[config.mk]
export PLATFORM = sky130hd
export DESIGN_NAME = inst_mem_loader_flat
export DESIGN_NICKNAME = d
export VERILOG_FILES = /design/src/rtl/inst_mem_loader_if.sv /design/src/rtl/inst_mem_loader.sv /design/src/flat_wrapper.sv
export SDC_FILE = /design/constraint.sdc
export NUM_CORES = 1
export LEC_CHECK = 0
export CAP_MARGIN = 25
export CORE_UTILIZATION = 45
export CTS_CLUSTER_DIAMETER = 30
export DETAILED_ROUTE_END_ITERATION = 8
export PLACE_DENSITY_LB_ADDON = 0.05
export REMOVE_ABC_BUFFERS = 1
export SYNTH_ARGS = -nofsm -noshare
export SYNTH_HDL_FRONTEND = slang
export SYNTH_SLANG_ARGS = --single-unit
export TNS_END_PERCENT = 30
[constraint.sdc]
create_clock -name clk -period 3.4 [get_ports clk]
set_input_delay 0.34 -clock clk [delete_from_list [all_inputs] [get_ports clk]]
set_output_delay 0.34 -clock clk [all_outputs]
set_load 0.05 [all_outputs]
[src/rtl/inst_mem_loader_if.sv]
// Byte-stream ingress and instruction-RAM write bus shared by the boot loader and its environment.
// The master drives the byte stream; the slave (the loader) drives the write bus.
interface inst_mem_loader_if #(
    parameter int W = 32
);
    logic [7:0]   rx_data;
    logic         rx_valid;
    logic         rx_ready;
    logic         is_write;
    logic [W-1:0] im_addr;
    logic [W-1:0] im_inst;

    modport master (
        output rx_data,
        output rx_valid,
        input  rx_ready,
        input  is_write,
        input  im_addr,
        input  im_inst
    );

    modport slave (
        input  rx_data,
        input  rx_valid,
        output rx_ready,
        output is_write,
        output im_addr,
        output im_inst
    );
endinterface

[src/rtl/inst_mem_loader.sv]
// Boot loader: parses [len_lo, len_hi, N*4 LE instruction bytes, xor checksum] into instruction RAM writes.
// Write issues 1 cycle after a word's 4th byte; rx_ready depends on state only, so 1 byte/cycle never stalls.
module inst_mem_loader #(
    parameter int           W         = 32,
    parameter logic [W-1:0] BASE_ADDR = '0,
    parameter int           MAX_WORDS = 2057
) (
    input  logic             clk,
    input  logic             rst,
    input  logic             start,
    inst_mem_loader_if.slave bus,
    output logic             busy,
    output logic             done,
    output logic             err,
    output logic             core_hold
);
    typedef enum logic [2:0] {
        S_IDLE,
        S_LEN0,
        S_LEN1,
        S_DATA,
        S_CSUM,
        S_DONE,
        S_ERR
    } state_t;

    localparam logic [31:0] MAX_W = 32'(MAX_WORDS);

    state_t      state;
    state_t      state_nxt;
    logic [7:0]  len_lo;
    logic [15:0] len;
    logic [15:0] idx;
    logic [1:0]  byte_cnt;
    logic [23:0] word_lo;
    logic [7:0]  csum;

    logic        rx_ready_c;
    logic        accept;
    logic        restart;
    logic [15:0] n_full;
    logic        last_word;

    assign bus.rx_ready = rx_ready_c;
    assign accept       = bus.rx_valid && rx_ready_c;
    assign restart      = start && (state == S_IDLE || state == S_DONE || state == S_ERR);
    assign n_full       = {bus.rx_data, len_lo};
    assign last_word    = (idx == len - 16'd1);

    always_ff @(posedge clk) begin
        if (rst) begin
            state <= S_IDLE;
        end else begin
            state <= state_nxt;
        end
    end

    always_comb begin
        state_nxt  = state;
        rx_ready_c = 1'b0;
        busy       = 1'b0;
        done       = 1'b0;
        err        = 1'b0;
        core_hold  = 1'b1;
        case (state)
            S_IDLE: begin
                if (start) state_nxt = S_LEN0;
            end
            S_LEN0: begin
                rx_ready_c = 1'b1;
                busy       = 1'b1;
                if (accept) state_nxt = S_LEN1;
            end
            S_LEN1: begin
                rx_ready_c = 1'b1;
                busy       = 1'b1;
                if (accept) begin
                    if ({16'd0, n_full} > MAX_W) begin
                        state_nxt = S_ERR;
                    end else if (n_full == 16'd0) begin
                        state_nxt = S_CSUM;
                    end else begin
                        state_nxt = S_DATA;
                    end
                end
            end
            S_DATA: begin
                rx_ready_c = 1'b1;
                busy       = 1'b1;
                // Leave as soon as the last byte lands; its write issues while CSUM is already open.
                if (accept && byte_cnt == 2'd3 && last_word) state_nxt = S_CSUM;
            end
            S_CSUM: begin
                rx_ready_c = 1'b1;
                busy       = 1'b1;
                if (accept) state_nxt = (bus.rx_data == csum) ? S_DONE : S_ERR;
            end
            S_DONE: begin
                done      = 1'b1;
                core_hold = 1'b0;
                if (start) state_nxt = S_LEN0;
            end
            S_ERR: begin
                err = 1'b1;
                if (start) state_nxt = S_LEN0;
            end
            default: begin
                state_nxt = S_IDLE;
            end
        endcase
    end

    always_ff @(posedge clk) begin
        if (rst) begin
            bus.is_write <= 1'b0;
            bus.im_addr  <= BASE_ADDR;
            bus.im_inst  <= '0;
            len_lo       <= 8'd0;
            len          <= 16'd0;
            idx          <= 16'd0;
            byte_cnt     <= 2'd0;
            word_lo      <= 24'd0;
            csum         <= 8'd0;
        end else begin
            bus.is_write <= 1'b0;
            if (restart) begin
                idx      <= 16'd0;
                byte_cnt <= 2'd0;
                csum     <= 8'd0;
                len      <= 16'd0;
            end
            if (accept) begin
                case (state)
                    S_LEN0: len_lo <= bus.rx_data;
                    S_LEN1: len    <= n_full;
                    S_DATA: begin
                        csum     <= csum ^ bus.rx_data;
                        byte_cnt <= byte_cnt + 2'd1;
                        case (byte_cnt)
                            2'd0: word_lo[7:0]   <= bus.rx_data;
                            2'd1: word_lo[15:8]  <= bus.rx_data;
                            2'd2: word_lo[23:16] <= bus.rx_data;
                            default: begin
                                bus.is_write <= 1'b1;
                                bus.im_inst  <= W'({bus.rx_data, word_lo});
                                bus.im_addr  <= BASE_ADDR + (W'(idx) << 2);
                                idx          <= idx + 16'd1;
                            end
                        endcase
                    end
                    default: ;
                endcase
            end
        end
    end
endmodule
[src/flat_wrapper.sv]
// flat-port wrapper written by rule: the top's interface ports become plain ports
module inst_mem_loader_flat 
#(
    parameter int           W         = 32,
    parameter logic [W-1:0] BASE_ADDR = '0,
    parameter int           MAX_WORDS = 2057
)
  (clk, rst, start, busy, done, err, core_hold, bus_rx_data, bus_rx_valid, bus_rx_ready, bus_is_write, bus_im_addr, bus_im_inst);
  inst_mem_loader_if #(.W(W)) bus_i ();
  input  logic clk;
  input  logic rst;
  input  logic start;
  output logic busy;
  output logic done;
  output logic err;
  output logic core_hold;
  input wire logic [$bits(bus_i.rx_data)-1:0] bus_rx_data;
  input wire logic [$bits(bus_i.rx_valid)-1:0] bus_rx_valid;
  output wire logic [$bits(bus_i.rx_ready)-1:0] bus_rx_ready;
  output wire logic [$bits(bus_i.is_write)-1:0] bus_is_write;
  output wire logic [$bits(bus_i.im_addr)-1:0] bus_im_addr;
  output wire logic [$bits(bus_i.im_inst)-1:0] bus_im_inst;
  assign bus_i.rx_data = bus_rx_data;
  assign bus_i.rx_valid = bus_rx_valid;
  assign bus_rx_ready = bus_i.rx_ready;
  assign bus_is_write = bus_i.is_write;
  assign bus_im_addr = bus_i.im_addr;
  assign bus_im_inst = bus_i.im_inst;
  inst_mem_loader #(.W(W), .BASE_ADDR(BASE_ADDR), .MAX_WORDS(MAX_WORDS)) u_core (.clk(clk), .rst(rst), .start(start), .bus(bus_i), .busy(busy), .done(done), .err(err), .core_hold(core_hold));
endmodule
==> run metrics <==
Total GRT Usage 24.19%; min-delay src u_core.bus.im_addr[13]$_SDFFE_PP0P_; synth warn 0; die area 13,200 sq um; largest net degree at the start of global routing 79; Hold Path Depth 2; Post-synth EDFFs 0; cts hold-fix bufs 0; cell family with most CP delay simple AND/OR/NAND/NOR gates; Max-slew headroom 46.35%; Cell variety after synth 58; Primary FF master, synth dfxtp_1; Worst EP arrival 3150 ps; PD cells 603.9 nW/um^2; RSZ-0062 raised after global routing false; CP Class register to register; mapped cell area 5736 sq um; antenna viol nets, final 0; fill count approximately 1,200; IO Port Bufs 65; core area 12,210 sq um; Diodes inserted 0; Post-DP HPWL slightly above 10 mm; met2 GRT Util 39.16%; Sink Count roughly 130; Gates resized, CTS repair 0; io pins 82; Hold Fails Final Rpt 0; via/cell ratio approximately 5.4; height of the die approximately 110 um; fin crit period 2818 ps; FP Rows 40; simple-gate area share of the yosys netlist 26.61%; Bufs on Longest Clock Path 2; M3 GR Usage under 10%; CP Launch Type register; TritonCTS buffer count 17; Critical Path Source u_core.len[0]$_SDFF_PP0_; DR iter-0 viols 384; CTS tree done; Final Setup Violations 0; worst skew pair latency 410 ps; final non-filler cell total 963; layer with the highest usage met2; Vias 5,163; r2r setup slk 580 ps; leakage 0.002411 uW; gpl congestion 0.9076; Die X 114.9 um; initial antenna violation count 0; synthesized-area fraction occupied by xor and xnor cells between 4 and 5%; number of setup buffers added after CTS 0; Fmax ~0.35 GHz; CP endpoint kind register; worst path required time 3730 ps; hold path endpoint u_core.bus.im_addr[13]$_SDFFE_PP0P_; H-Tree Depth 4; max-cap violations 0; first-pass GRT wire length 24.54 mm; GRT overflow 0; Reg clk slew, reported paths 50 ps; placed insts 932; Worst Hold Slack 449.7 ps; worst hold path class register to register; Reg-to-Reg End u_core.state[2]$_SDFFE_PP0P_; wire length per cell 15.44 um; adder-cell share of the synthesized area 1.527%; status completed; Initial Util 46.97%; VDD IR max 0.5080 mV; sequential area share after synthesis a little over two fifths; layout cells sized above 1 6.792%; CTS Root Cell clkbuf_16; post-synthesis mux area share less than 1%; CP max stage delay just under 600 ps; R2R depth 9; Max Slew Vio Count 0; number of global-route vias before repair 4,750; Worst Skew 4.825 ps; drt pass-1 iters 5; layout net count 802; Async S/R FF share, synth 0%; worst slew pin tran roughly 800 ps; largest family of logic cells by synthesized area simple AND/OR/NAND/NOR gates; CP bufs+invs 1; synthesized instance count 746; reg-to-reg startpoint u_core.len[0]$_SDFF_PP0_; final WL between 10 and 15 mm; M1 GR Usage between 30% and 40%; Avg Cell Area, Syn 7.688 sq um; Critical-path top delay cell or4b_1; CP max FO 6; crit share post-route 82.90%; Synth Area in Compound Gates 16.06%; flops & latches, synth roughly 130; critical-path cell list inv_1, ha_1, or4b_1, o2bb2ai_1, a2111oi_2, nand4_1, a2111o_1, or3_1, a41oi_2; P&R area growth vs syn 22.67%; Post-route DRC 0
-- where the power goes --
group          total (uW)  leakage, uW  switching [uW]  internal, uW
Sequential           1600      0.00102            76.8          1520
Combinational         704      0.00108             473           231
Clock                1940     0.000311             646          1300
Total                4250      0.00241            1200          3050
-- worst min-delay path: cells and delay by family (launching register included) --
kind            cells  cell delay, ps
compound gates      1              50
flops               1             300
simple gates        1              50
-- layout make-up --
| type | count | area (sq um) | share of cell area, % |
|---|---|---|---|
| Multi-Input combinational cell | 549 | 2877 | 40.89 |
| Sequential cell | 126 | 2522 | 35.85 |
| Timing Repair Buffer | 78 | 745.7 | 10.60 |
| Clock buffer | 21 | 480.5 | 6.829 |
| Tap cell | 168 | 210.2 | 2.988 |
| Clock inverter | 10 | 158.9 | 2.259 |
| Inverter | 11 | 41.29 | 0.5869 |
-- layer usage --
| metal | up-vias | wire, um | part of all wire [%] |
|---|---|---|---|
| li1 | 2576 | - | - |
| met1 | 2428 | 6901 | 46 |
| met2 | 138 | 7124 | 48 |
| met3 | 21 | 640 | 4.3 |
| met4 | 0 | 202 | 1.4 |
| met5 | - | 0 | 0 |
-- placed cells by master (no fill, tap or decap), drive strengths merged, types with 7 or more instances in the layout --
cell type | netlist | layout
nand2 | 179 | 179
dfxtp | 126 | 126
a21oi | 107 | 107
clkdlybuf4s50 | 0 | 64
nand3 | 60 | 60
nor2 | 32 | 32
o21ai | 22 | 22
clkbuf | 51 | 21
conb | 1 | 16
xor2 | 14 | 14
buf | 24 | 14
xnor2 | 13 | 13
inv | 11 | 12
nor3 | 9 | 9
nor2b | 8 | 8
nand2b | 8 | 8
or3 | 7 | 7
ha | 7 | 7
-- synthesized netlist by cell type (all sizes together), types with 9 or more instances --
cell type | instances | area share (%)
nor2 | 32 | 2.1
o21ai | 22 | 1.9
dfxtp | 126 | 44
a21oi | 107 | 9.3
xnor2 | 13 | 2.0
buf | 24 | 2.9
nor3 | 9 | 0.79
inv | 11 | 0.72
clkbuf | 51 | 3.3
xor2 | 14 | 2.1
nand3 | 60 | 5.2
nand2 | 179 | 12
-- cell families after synthesis --
group / Yosys count
other: 1
DFF: 126
xor gates and xnor gates: 27
muxes: 4
adders and majority gates: 7
AOI/OAI and AO/OA: 161
buffers and inverters: 86
and+or+nand+nor: 334
-- per-stage QoR --
stage	setup TNS [ps]	utilization, %	total power (uW)	worst slack [ps]	cell area, sq um
floorplan	-91.71	-	2089	-86.56	5436
global placement	0	52.38	2321	664.9	6396
detailed placement	0	52.38	2330	614.9	6396
CTS	0	57.61	4286	604.7	7036
global route	0	57.61	4414	418.4	7036
finish	0	57.61	4249	581.5	7036
-- worst max path at each step --
stage	to	slack, ps	cells after the start
6_report	u_core.state[2]$_SDFFE_PP0P_	580	9
5_1_grt	u_core.state[1]$_SDFFE_PP0P_	420	9
4_1_cts	u_core.state[2]$_SDFFE_PP0P_	600	9
3_5_place_dp	u_core.state[2]$_SDFFE_PP0P_	610	9
3_3_place_gp	u_core.state[2]$_SDFFE_PP0P_	660	9
2_1_floorplan	u_core.state[2]$_SDFFE_PP0P_	-90	7
-- state kept, by name, summed over array words and instances, names as in the netlist --
name	cells
u_core.bus.im_inst	32
u_core.byte_cnt	2
u_core.word_lo	24
u_core.bus.im_addr	16
u_core.state	3
u_core.len	16
u_core.csum	8
u_core.len_lo	8
u_core.bus.is_write	1
u_core.idx	16
(Power assumes the default switching activity.)
